$ cat src/rtl/wb_rr_arbiter.sv
// Wishbone bus arbiter for NUM_MASTERS masters.
// Supports round-robin or fixed priority, a one-hot grant, and an optional hold limit.
module wb_rr_arbiter #(
  parameter int NUM_MASTERS = 4,
  parameter int GNT_W       = $clog2(NUM_MASTERS),
  parameter int RR_MODE     = 1,
  parameter int MAX_HOLD    = 0
) (
  input  logic                   CLK,
  input  logic                   RST,
  input  logic [NUM_MASTERS-1:0] CYC_I,
  output logic [GNT_W-1:0]       GNT,
  output logic [NUM_MASTERS-1:0] GNT_ONEHOT,
  output logic                   CYC,
  output logic                   PREEMPT
);

  localparam int unsigned N      = NUM_MASTERS;
  localparam int          HOLD_W = (MAX_HOLD < 1) ? 1 : $clog2(MAX_HOLD + 1);
  localparam logic [HOLD_W-1:0] HOLD_SAT = HOLD_W'(MAX_HOLD);
  localparam logic [HOLD_W-1:0] HOLD_LIM = HOLD_W'((MAX_HOLD > 0) ? MAX_HOLD - 1 : 0);

  typedef enum logic {IDLE, OWNED} state_t;

  state_t                 state_q, state_d;
  logic [GNT_W-1:0]       gnt_q, gnt_d;
  logic [GNT_W-1:0]       last_q, last_d;
  logic [NUM_MASTERS-1:0] onehot_q, onehot_d;
  logic [HOLD_W-1:0]      hold_q, hold_d;
  logic                   preempt_q, preempt_d;

  logic [NUM_MASTERS-1:0] others;
  logic [GNT_W-1:0]       win_all, win_oth;
  int unsigned            start;

  // First set bit at or after 'from', wrapping modulo N.
  function automatic logic [GNT_W-1:0] pick(input logic [NUM_MASTERS-1:0] req,
                                            input int unsigned from);
    logic [GNT_W-1:0] w;
    logic             found;
    int unsigned      idx;
    w     = '0;
    found = 1'b0;
    for (int unsigned i = 0; i < N; i++) begin
      idx = (from + i) % N;
      if (!found && req[idx]) begin
        w     = GNT_W'(idx);
        found = 1'b1;
      end
    end
    return w;
  endfunction

  always_comb begin
    start   = (RR_MODE != 0) ? ((32'(last_q) + 32'd1) % N) : 32'd0;
    others  = CYC_I & ~onehot_q;
    win_all = pick(CYC_I, start);
    win_oth = pick(others, start);

    state_d   = state_q;
    gnt_d     = gnt_q;
    last_d    = last_q;
    onehot_d  = onehot_q;
    hold_d    = hold_q;
    preempt_d = 1'b0;

    unique case (state_q)
      IDLE: begin
        if (|CYC_I) begin
          state_d           = OWNED;
          gnt_d             = win_all;
          last_d            = win_all;
          onehot_d          = '0;
          onehot_d[win_all] = 1'b1;
          hold_d            = '0;
        end
      end
      OWNED: begin
        if (!CYC_I[gnt_q]) begin
          if (|CYC_I) begin
            gnt_d             = win_all;
            last_d            = win_all;
            onehot_d          = '0;
            onehot_d[win_all] = 1'b1;
            hold_d            = '0;
          end else begin
            state_d  = IDLE;
            onehot_d = '0;
          end
        end else if ((MAX_HOLD != 0) && (hold_q >= HOLD_LIM) && (|others)) begin
          // >= so a competitor arriving after the counter saturated still forces a handover
          gnt_d             = win_oth;
          last_d            = win_oth;
          onehot_d          = '0;
          onehot_d[win_oth] = 1'b1;
          hold_d            = '0;
          preempt_d         = 1'b1;
        end else if (hold_q != HOLD_SAT) begin
          hold_d = hold_q + HOLD_W'(1);
        end
      end
      default: state_d = IDLE;
    endcase
  end

  always_ff @(posedge CLK) begin
    if (RST) begin
      state_q   <= IDLE;
      gnt_q     <= '0;
      last_q    <= GNT_W'(N - 1);
      onehot_q  <= '0;
      hold_q    <= '0;
      preempt_q <= 1'b0;
    end else begin
      state_q   <= state_d;
      gnt_q     <= gnt_d;
      last_q    <= last_d;
      onehot_q  <= onehot_d;
      hold_q    <= hold_d;
      preempt_q <= preempt_d;
    end
  end

  assign GNT        = gnt_q;
  assign GNT_ONEHOT = onehot_q;
  assign PREEMPT    = preempt_q;
  assign CYC        = (state_q == OWNED) & CYC_I[gnt_q];

endmodule

$ cat config.mk
export PLATFORM = sky130hd
export DESIGN_NAME = wb_rr_arbiter
export DESIGN_NICKNAME = d
export VERILOG_FILES = /design/src/rtl/wb_rr_arbiter.sv
export SDC_FILE = /design/constraint.sdc
export NUM_CORES = 1
export LEC_CHECK = 0
export BUFFER_PORTS_ARGS = -buffer_cell sky130_fd_sc_hd__buf_4
export CAP_MARGIN = 15
export CELL_PAD_IN_SITES_DETAIL_PLACEMENT = 1
export CELL_PAD_IN_SITES_GLOBAL_PLACEMENT = 1
export CORE_MARGIN = 8
export CORE_UTILIZATION = 35
export CTS_CLUSTER_DIAMETER = 80
export DETAILED_ROUTE_END_ITERATION = 16
export GPL_ROUTABILITY_DRIVEN = 0
export PLACE_DENSITY_LB_ADDON = 0.1
export SYNTH_ARGS = -nofsm -noshare
export SYNTH_HDL_FRONTEND = slang
export SYNTH_SLANG_ARGS = --single-unit
$ cat constraint.sdc
create_clock -name CLK -period 1.8 [get_ports CLK]
set_input_delay 0.18 -clock CLK [delete_from_list [all_inputs] [get_ports CLK]]
set_output_delay 0.18 -clock CLK [all_outputs]
set_load 0.01 [all_outputs]
# [Word level (Yosys, flattened, before mapping)]
# Index checks and enable logic that the tools add are counted.
[totals] register_bits=9 inputBits=6 output_inout_bits=8 elab_cells=60
[classes] addsub=4 n_lt_le_gt_ge=7 eq_ne=2 n_mux=32 bitwise=2 reduce_logical=9
[ops] cell="< comparator 2 x 3 -> 1 bit, second input constant" count=6
[ops] cell="2-to-1 mux 2 bit" count=8
[ops] cell="2-to-1 mux 4 bit" count=3
[ops] cell="2-to-1 mux 1 bit" count=11
[ops] cell="binary-select mux 1 bit (select 2 bit)" count=5
[ops] cell="case mux 2 bit (2 select lines)" count=2
[ops] cell="case mux 4 bit (2 select lines)" count=1
[ops] cell="adder 2 x 1 -> 2 bit, second input constant" count=2
[ops] cell="adder 2 bit, second input constant" count=2
[ops] cell="logical AND 1 bit" count=4
[ops] cell="inequality test 2 bit, second input constant" count=2
[ops] cell="OR reduction 4 bit" count=1
[ops] cell="logical NOT 1 bit" count=3
[ops] cell="demux 1 bit (select 2 bit)" count=1
[ops] cell=">= comparator 2 x 1 -> 1 bit, second input constant" count=1
[ops] cell="case mux 1 bit (2 select lines)" count=1
[ops] cell="AND reduction 2 bit" count=1
[ops] cell="bitwise AND 1 bit" count=1
[ops] cell="NOT 1 bit" count=1

# [Depth between registers and ports, before layout]
# Gate-level depths: netlist (run 1).
[logic_depth] ltp_word=20 ltp_mapped=5 depth_no_buf=5

# [Least setup slack after synthesis (run 1)]
# No wires, ideal clock.
[synth_path] path_kind="register to register" startpoint="reg gnt_q[0] (netlist: GNT[0])" endpoint="reg last_q[0]" t_arrival_ps=1297 slack_ps=374 stages_incl_launch_ff=6 synth_period_minus_slack_ps=1426 path_cell_list="dfxtp_1 > mux2i_1 > o22a_2 > inv_4 > a2111oi_2 > o21ai_1"
[synth_between] elab_chain_len=3
[synth_rtl] item="start: declaration" line_no="26" source="logic [GNT_W-1:0] gnt_q, gnt_d;"
[synth_rtl] item="start signal: assignment" line_no="116" source="gnt_q <= gnt_d;"
[synth_rtl] item="binary-select mux 1 bit (select 2 bit)" line_no="79" source="if (!CYC_I[gnt_q]) begin"
[synth_rtl] item="2-to-1 mux 1 bit (implied by the code)" line_no="79"
[synth_rtl] item="inequality test 2 bit (no line)"
[synth_rtl] item="end signal: assignment" line_no="110" source="last_q <= GNT_W'(N - 1);"
[synth_rtl] item="end signal: assignment" line_no="117" source="last_q <= last_d;"
[synth_rtl] item="end: declaration" line_no="27" source="logic [GNT_W-1:0] last_q, last_d;"
# No other way between the ends. The select of a mux whose other input is x is not followed.
# A chain may end at the register's enable or synchronous reset.

# [Final worst setup path (run 1)]
[layout_path] startpoint="reg gnt_q[0] (netlist: GNT[0])" endpoint="reg onehot_q[1] (netlist: GNT_ONEHOT[1])"
[layout_between] elab_chain_len=4
[layout_rtl] item="binary-select mux 1 bit (select 2 bit)" line_no="79"
[layout_rtl] item="2-to-1 mux 1 bit (implied by the code)" line_no="79"
[layout_rtl] item="inequality test 2 bit (no line)"
[layout_rtl] item="AND reduction 2 bit (no line)"
[layout_rtl] item="end signal: assignment" line_no="118" source="onehot_q <= onehot_d;"
[layout_rtl] item="end: declaration" line_no="28" source="logic [NUM_MASTERS-1:0] onehot_q, onehot_d;"
# No other way between the ends. The select of a mux whose other input is x is not followed.

==> metrics.yaml, run 1 <==
clock_tree:
  clockBufferDepth: 2
  clock-sinks: 9
  cts_htree_levels: 1
  root_buffer: "clkbuf_4"
  clk_latency_ns: 0.26
  cts_tree: "yes"
  post_cts_buffers: 0
  cts-buffers-inserted: 3
  cts-resized-gates: 0
  clk_pin_slew_ns: 0.06
  cts-hold-fix-buffers: 0
critical_path:
  rr_startpoint: "GNT[0]$_SDFFE_PP0P_"
  cp_slowest_cell: "dfxtp_1"
  r2r_slack_ns: 0.31
  path_cells: "mux2i_1, o22a_2, inv_4, nor4_2, a22o_1"
  critPathKind: "reg -> reg"
  critPathTopFamily: "compound AO/OA/AOI/OAI gates"
  reg2reg_depth: 5
  cp_max_fo: 6
  critPathLaunchType: "flip-flop"
  end_kind: "flip-flop"
  required_ns: 2.00
  cp_num_buf_inv: 1
  timing.rr.end: "GNT_ONEHOT[1]$_SDFFE_PP0P_"
  crit_arrival_ns: 1.69
  slowest_delay_ns: 0.40
yosys:
  ys.flop_type: "dfxtp_1"
  synth_edf_count: 0
  synth_mux_area_share_pct: 6.00
  synth-compound-area-share_pct: 29.8
  ys_seq_area_share_pct: 36.0
  synth-async-reset-ratio_pct: 0
  ys_warn_count: 0
  syn_area_per_cell_um2: 9.44
  synthXorXnorAreaFrac_pct: 0
  yosys.area.top_type_share_pct: 36.0
  ys_ff_latch: 9
  synth.area.top_cells: "dfxtp_1 (36%), mux2i_1 (6.0%), a32o_2 (4.5%), nor4_4 (4.3%), a21oi_1 (4.0%)"
  syn_area_um2: 500
  synth_most_common_cell: "dfxtp_1"
  synth-simple-area-share_pct: 22.5
  synth.distinct_cells: 29
  synth_top_family_by_area: "compound AO/OA/AOI/OAI gates"
  synth_fa_ha_area_share_pct: 0
  synth_cells: 53
  synth_top_area_cell: "dfxtp_1"
  synthesis.nets: 59
  yosys-top-cells-count: "dfxtp_1 (9), a21oi_1 (4), inv_1 (3), mux2i_1 (3), nand3_1 (3)"
layout:
  antennaDiodeCount: 0
  final_cell_area_um2: 637
  final_cells: 84
  area_growth_pct: 27.3
  drive_gt1_share_pct: 40.6
  final_util_pct: 48.3
  final_nets: 76
floorplan:
  coreArea_um2: 1320
  fp.dieArea_um2: 2900
  rows: 13
  start_util_pct: 38.0
  die_y_um: 53.8
  die_x_um: 53.8
  io-pin-count: 14
min_path:
  hold_start: "RST"
  worstHoldPathType: "in -> reg"
  hold_path_end: "GNT[1]$_SDFFE_PP0P_"
  hold_depth: 2
sta:
  hold_slack_ns: 0.144
  period_share_pct: 82.9
  worst_slack_ns: 0.309
  drv_slew: 0
  setup_viol: 0
  hold_violations: 0
  clock.fmax_mhz: 671
  clock_skew_ns: 0.00269
  rsz0062_at_grt: "no"
  tns_ns: 0
  period_minus_slack_ns: 1.49
power:
  peakVddDrop_mv: 0.593
  pwr_density_cell_nw_per_um2: 905
  p_total_mw: 0.576
  power_leakage_nw: 0.285
grt:
  overflow: 0
  grt_pass1_wl_mm: 2.19
  track_usage_pct: 10.2
  grt_max_degree: 8
  grt_pass1_vias: 472
  antenna_found_initial: 0
placed_design:
  io_buffer_count: 12
  dp_cells: 80
  post_dp_cell_area_um2: 609
  dp_slack_ns: 0.348
  place_hpwl_mm: 1.06
route:
  dr.first_iter.drc_count: 6
  drc: 0
  ant_nets: 0
  vias: 459
  drt_first_pass_iters: 2
  wirelength_mm: 1.33
  avgRoutedWirePerCell_um: 15.8
  viasPerCell: 5.46
run:
  cap_violations: 0
run_status:
  status: "finished clean"
-- final cells by class --
cell class              count  area, µm²
fillers                   158        681
multi-input cells          39        295
flip-flops and latches      9        180
repair buffers             13       97.6
clock buffers               3       22.5
well taps                  15       18.8
inverters                   4       17.5
clock inverters             1       5.00
-- cells by family after synthesis --
kind of cell,Yosys count
other cells,1
flops,9
buf+inv,5
compound gates,19
simple gates,16
mux,3
-- how the worst max path moves through the flow --
stage                              startpoint                         end  slack [ns]  depth (start not counted)
after global placement    GNT[0]$_SDFFE_PP0P_      last_q[0]$_SDFFE_PP1P_        0.35                          5
after global routing      GNT[0]$_SDFFE_PP0P_      last_q[0]$_SDFFE_PP1P_        0.18                          5
after detailed placement  GNT[0]$_SDFFE_PP0P_      last_q[0]$_SDFFE_PP1P_        0.35                          5
final                     GNT[0]$_SDFFE_PP0P_  GNT_ONEHOT[1]$_SDFFE_PP0P_        0.31                          5
after CTS                 GNT[0]$_SDFFE_PP0P_                         CYC        0.30                          4
after floorplan           GNT[0]$_SDFFE_PP0P_      last_q[0]$_SDFFE_PP1P_        0.37                          5
-- cells in the final DEF, fill, tap and decap left out --
master | synthesis | routed
nor2_1 | 2 | 2
nand2b_1 | 2 | 2
a31oi_1 | 1 | 1
mux2i_1 | 3 | 3
a22o_1 | 2 | 2
nand3b_1 | 1 | 1
clkinv_2 | 0 | 1
nor2b_1 | 1 | 1
conb_1 | 1 | 1
nand2b_2 | 1 | 1
dfxtp_1 | 9 | 9
a21oi_2 | 1 | 1
clkbuf_4 | 0 | 3
o22a_2 | 1 | 1
a21o_2 | 1 | 1
nor3_1 | 2 | 2
a2111oi_2 | 1 | 1
inv_1 | 3 | 3
inv_4 | 1 | 1
or2b_1 | 1 | 1
a21o_1 | 1 | 1
a32o_2 | 2 | 2
o21ai_0 | 2 | 2
nand2_1 | 1 | 1
nor4_4 | 1 | 1
buf_4 | 1 | 13
a21oi_1 | 4 | 4
o22ai_2 | 1 | 1
nand3_1 | 3 | 3
o21ai_1 | 2 | 2
nor4_2 | 1 | 1
-- sequential cells by signal, summed over array words and instances, names as in the netlist --
name        count
GNT             2
state_q         1
last_q          2
GNT_ONEHOT      4
-- routing by layer --
metal / wire length (µm) / up-vias / global-route usage [%]
met3: 101 / 3 / 3.31
met5: 0 / - / 0
li1: - / 234 / -
met1: 602 / 209 / 11.9
met2: 601 / 13 / 16.4
met4: 21 / 0 / 5.04
-- worst register-to-register path: cells and delay by family, from the launching register on --
family / cells / cell delay [ns]
buffers and inverters: 1 / 0.07
and+or+nand+nor: 1 / 0.34
AOI/OAI and AO/OA: 2 / 0.42
muxes: 1 / 0.20
DFF: 1 / 0.40
-- where the power goes --
| part | switching, mW | internal (mW) | total, mW |
|---|---|---|---|
| clock network | 0.0707 | 0.0819 | 0.153 |
| logic | 0.0898 | 0.0850 | 0.175 |
| registers | 0.0243 | 0.224 | 0.249 |
(Power assumes the default switching activity.)
==> run 2: changes to the inputs <==
==> constraint.sdc (replaced) <==
create_clock -name CLK -period 1.4 [get_ports CLK]
set_input_delay 0.14 -clock CLK [delete_from_list [all_inputs] [get_ports CLK]]
set_output_delay 0.14 -clock CLK [all_outputs]
set_load 0.01 [all_outputs]
==> run 2 against run 1 <==
Net effect:
- sequential share of layout area is 2.0 points lower
- non-clock buffer count is 4 higher
- clock-buffer cell count is 1 higher
- first-iteration DRC count is 67% lower
- register-to-register slack worse by 0.23 ns
- power is 41% higher
- setup slack worse by 0.28 ns
- core utilization is 5.0 points higher
- wire length is 9.4% higher
- combinational power is 60% higher
- clock power is 37% higher
- clock skew hardly changed
- largest cell class unchanged
- largest power group unchanged
- highest routed layer is now met3
==> metrics.yaml, run 2 (synthesis gave the netlist of run 1 again) <==
floorplan:
  start_util_pct: 38.0
  fp.dieArea_um2: 2900
  die_x_um: 53.8
  coreArea_um2: 1320
  rows: 13
  io-pin-count: 14
  die_y_um: 53.8
critical_path:
  reg2reg_depth: 5
  cp_num_buf_inv: 2
  cp_max_fo: 6
  critPathTopFamily: "flip-flops"
  critPathKind: "reg -> out"
  end_kind: "primary output"
  timing.rr.end: "GNT_ONEHOT[1]$_SDFFE_PP0P_"
  crit_arrival_ns: 1.23
  slowest_delay_ns: 0.36
  worstSetupEndpoint: "CYC"
  cp_slowest_cell: "dfxtp_4"
  path_depth: 4
  rr_startpoint: "GNT[0]$_SDFFE_PP0P_"
  path_cells: "mux2i_1, o22a_2, inv_4, buf_6"
  critPathLaunchType: "flip-flop"
  required_ns: 1.26
  r2r_slack_ns: 0.08
  critPathLaunch: "GNT[0]$_SDFFE_PP0P_"
layout:
  final_cells: 88
  final_nets: 80
  antennaDiodeCount: 0
  largest_reg_flops: 4
  mostFrequentLayoutCell: "buf_4"
  area_growth_pct: 40.5
  drive_gt1_share_pct: 47.9
  final_cell_mix: "buf_4 (16), dfxtp_1 (7)"
  final_cell_area_um2: 703
  final_util_pct: 53.4
route:
  vias: 474
  ant_nets: 0
  avgRoutedWirePerCell_um: 16.5
  dr.first_iter.drc_count: 2
  wirelength_mm: 1.45
  drc: 0
  viasPerCell: 5.39
  drt_first_pass_iters: 2
sta:
  clock_skew_ns: 0.00245
  clock.fmax_mhz: 730
  period_share_pct: 97.8
  drv_slew: 0
  hold_slack_ns: 0.110
  hold_violations: 0
  setup_viol: 0
  rsz0062_at_grt: "yes"
  worst_slack_ns: 0.0302
  period_minus_slack_ns: 1.37
  tns_ns: 0
grt:
  track_usage_pct: 10.9
  overflow: 0
  antenna_found_initial: 0
  grt_max_degree: 8
  grt_pass1_vias: 493
  grt_pass1_wl_mm: 2.31
power:
  power_leakage_nw: 0.306
  peakVddDrop_mv: 0.658
  pwr_density_cell_nw_per_um2: 1150
  p_total_mw: 0.810
placed_design:
  dp_slack_ns: -0.00359
  post_dp_cell_area_um2: 641
  io_buffer_count: 12
  dp_cells: 84
  place_hpwl_mm: 1.10
clock_tree:
  cts_tree: "yes"
  clk_pin_slew_ns: 0.07
  cts_htree_levels: 1
  clockBufferDepth: 2
  clk_latency_ns: 0.26
  cts-buffers-inserted: 3
  root_buffer: "clkbuf_4"
  clock-sinks: 9
  cts-hold-fix-buffers: 0
run:
  cap_violations: 0
run_status:
  status: "finished clean"
min_path:
  worstHoldPathType: "in -> reg"
[run 2: worst min-delay path by stage]
| stage | end | depth (start not counted) | start | slack, ns |
|---|---|---|---|---|
| after floorplan | GNT[1]$_SDFFE_PP0P_ | 1 | RST | 0.21 |
| after global placement | state_q$_SDFF_PP0_ | 2 | RST | 0.37 |
| after detailed placement | state_q$_SDFF_PP0_ | 2 | RST | 0.38 |
| after CTS | GNT[0]$_SDFFE_PP0P_ | 2 | RST | 0.10 |
| after global routing | GNT[1]$_SDFFE_PP0P_ | 2 | RST | 0.11 |
| final | GNT[1]$_SDFFE_PP0P_ | 2 | RST | 0.11 |
[run 2: per-layer routing]
metal	wire (µm)	up-vias	GRT usage, %
li1	-	235	-
met1	675	227	12.8
met2	669	12	16.4
met3	106	0	4.96
met4	0	0	5.04
met5	0	-	0
[run 2: what timing repair did]
action	CTS	global route
pin swaps	1	2
gates resized for setup	0	7
endpoints found under the setup margin	1	7
buffers inserted	0	0
[run 2: report_power, final]
group / internal (mW) / leakage (nW) / total [mW] / switching [mW]
logic: 0.143 / 0.216 / 0.280 / 0.137
registers: 0.291 / 0.0749 / 0.320 / 0.0288
clock network: 0.110 / 0.0150 / 0.210 / 0.100
total: 0.544 / 0.306 / 0.810 / 0.266
[run 2: area by class of cell]
class | count | area, µm²
clock buffers | 4 | 26.3
fillers | 157 | 614
inverters | 4 | 17.5
repair buffers | 17 | 131
multi-input cells | 39 | 324
well taps | 15 | 18.8
flip-flops and latches | 9 | 185
[run 2: worst reg2reg max path: cells and delay by family, from the launching register on]
| kind | cells | cell delay [ns] |
|---|---|---|
| compound gates | 3 | 0.64 |
| flops | 1 | 0.36 |
| buf+inv | 1 | 0.16 |
| mux | 1 | 0.12 |
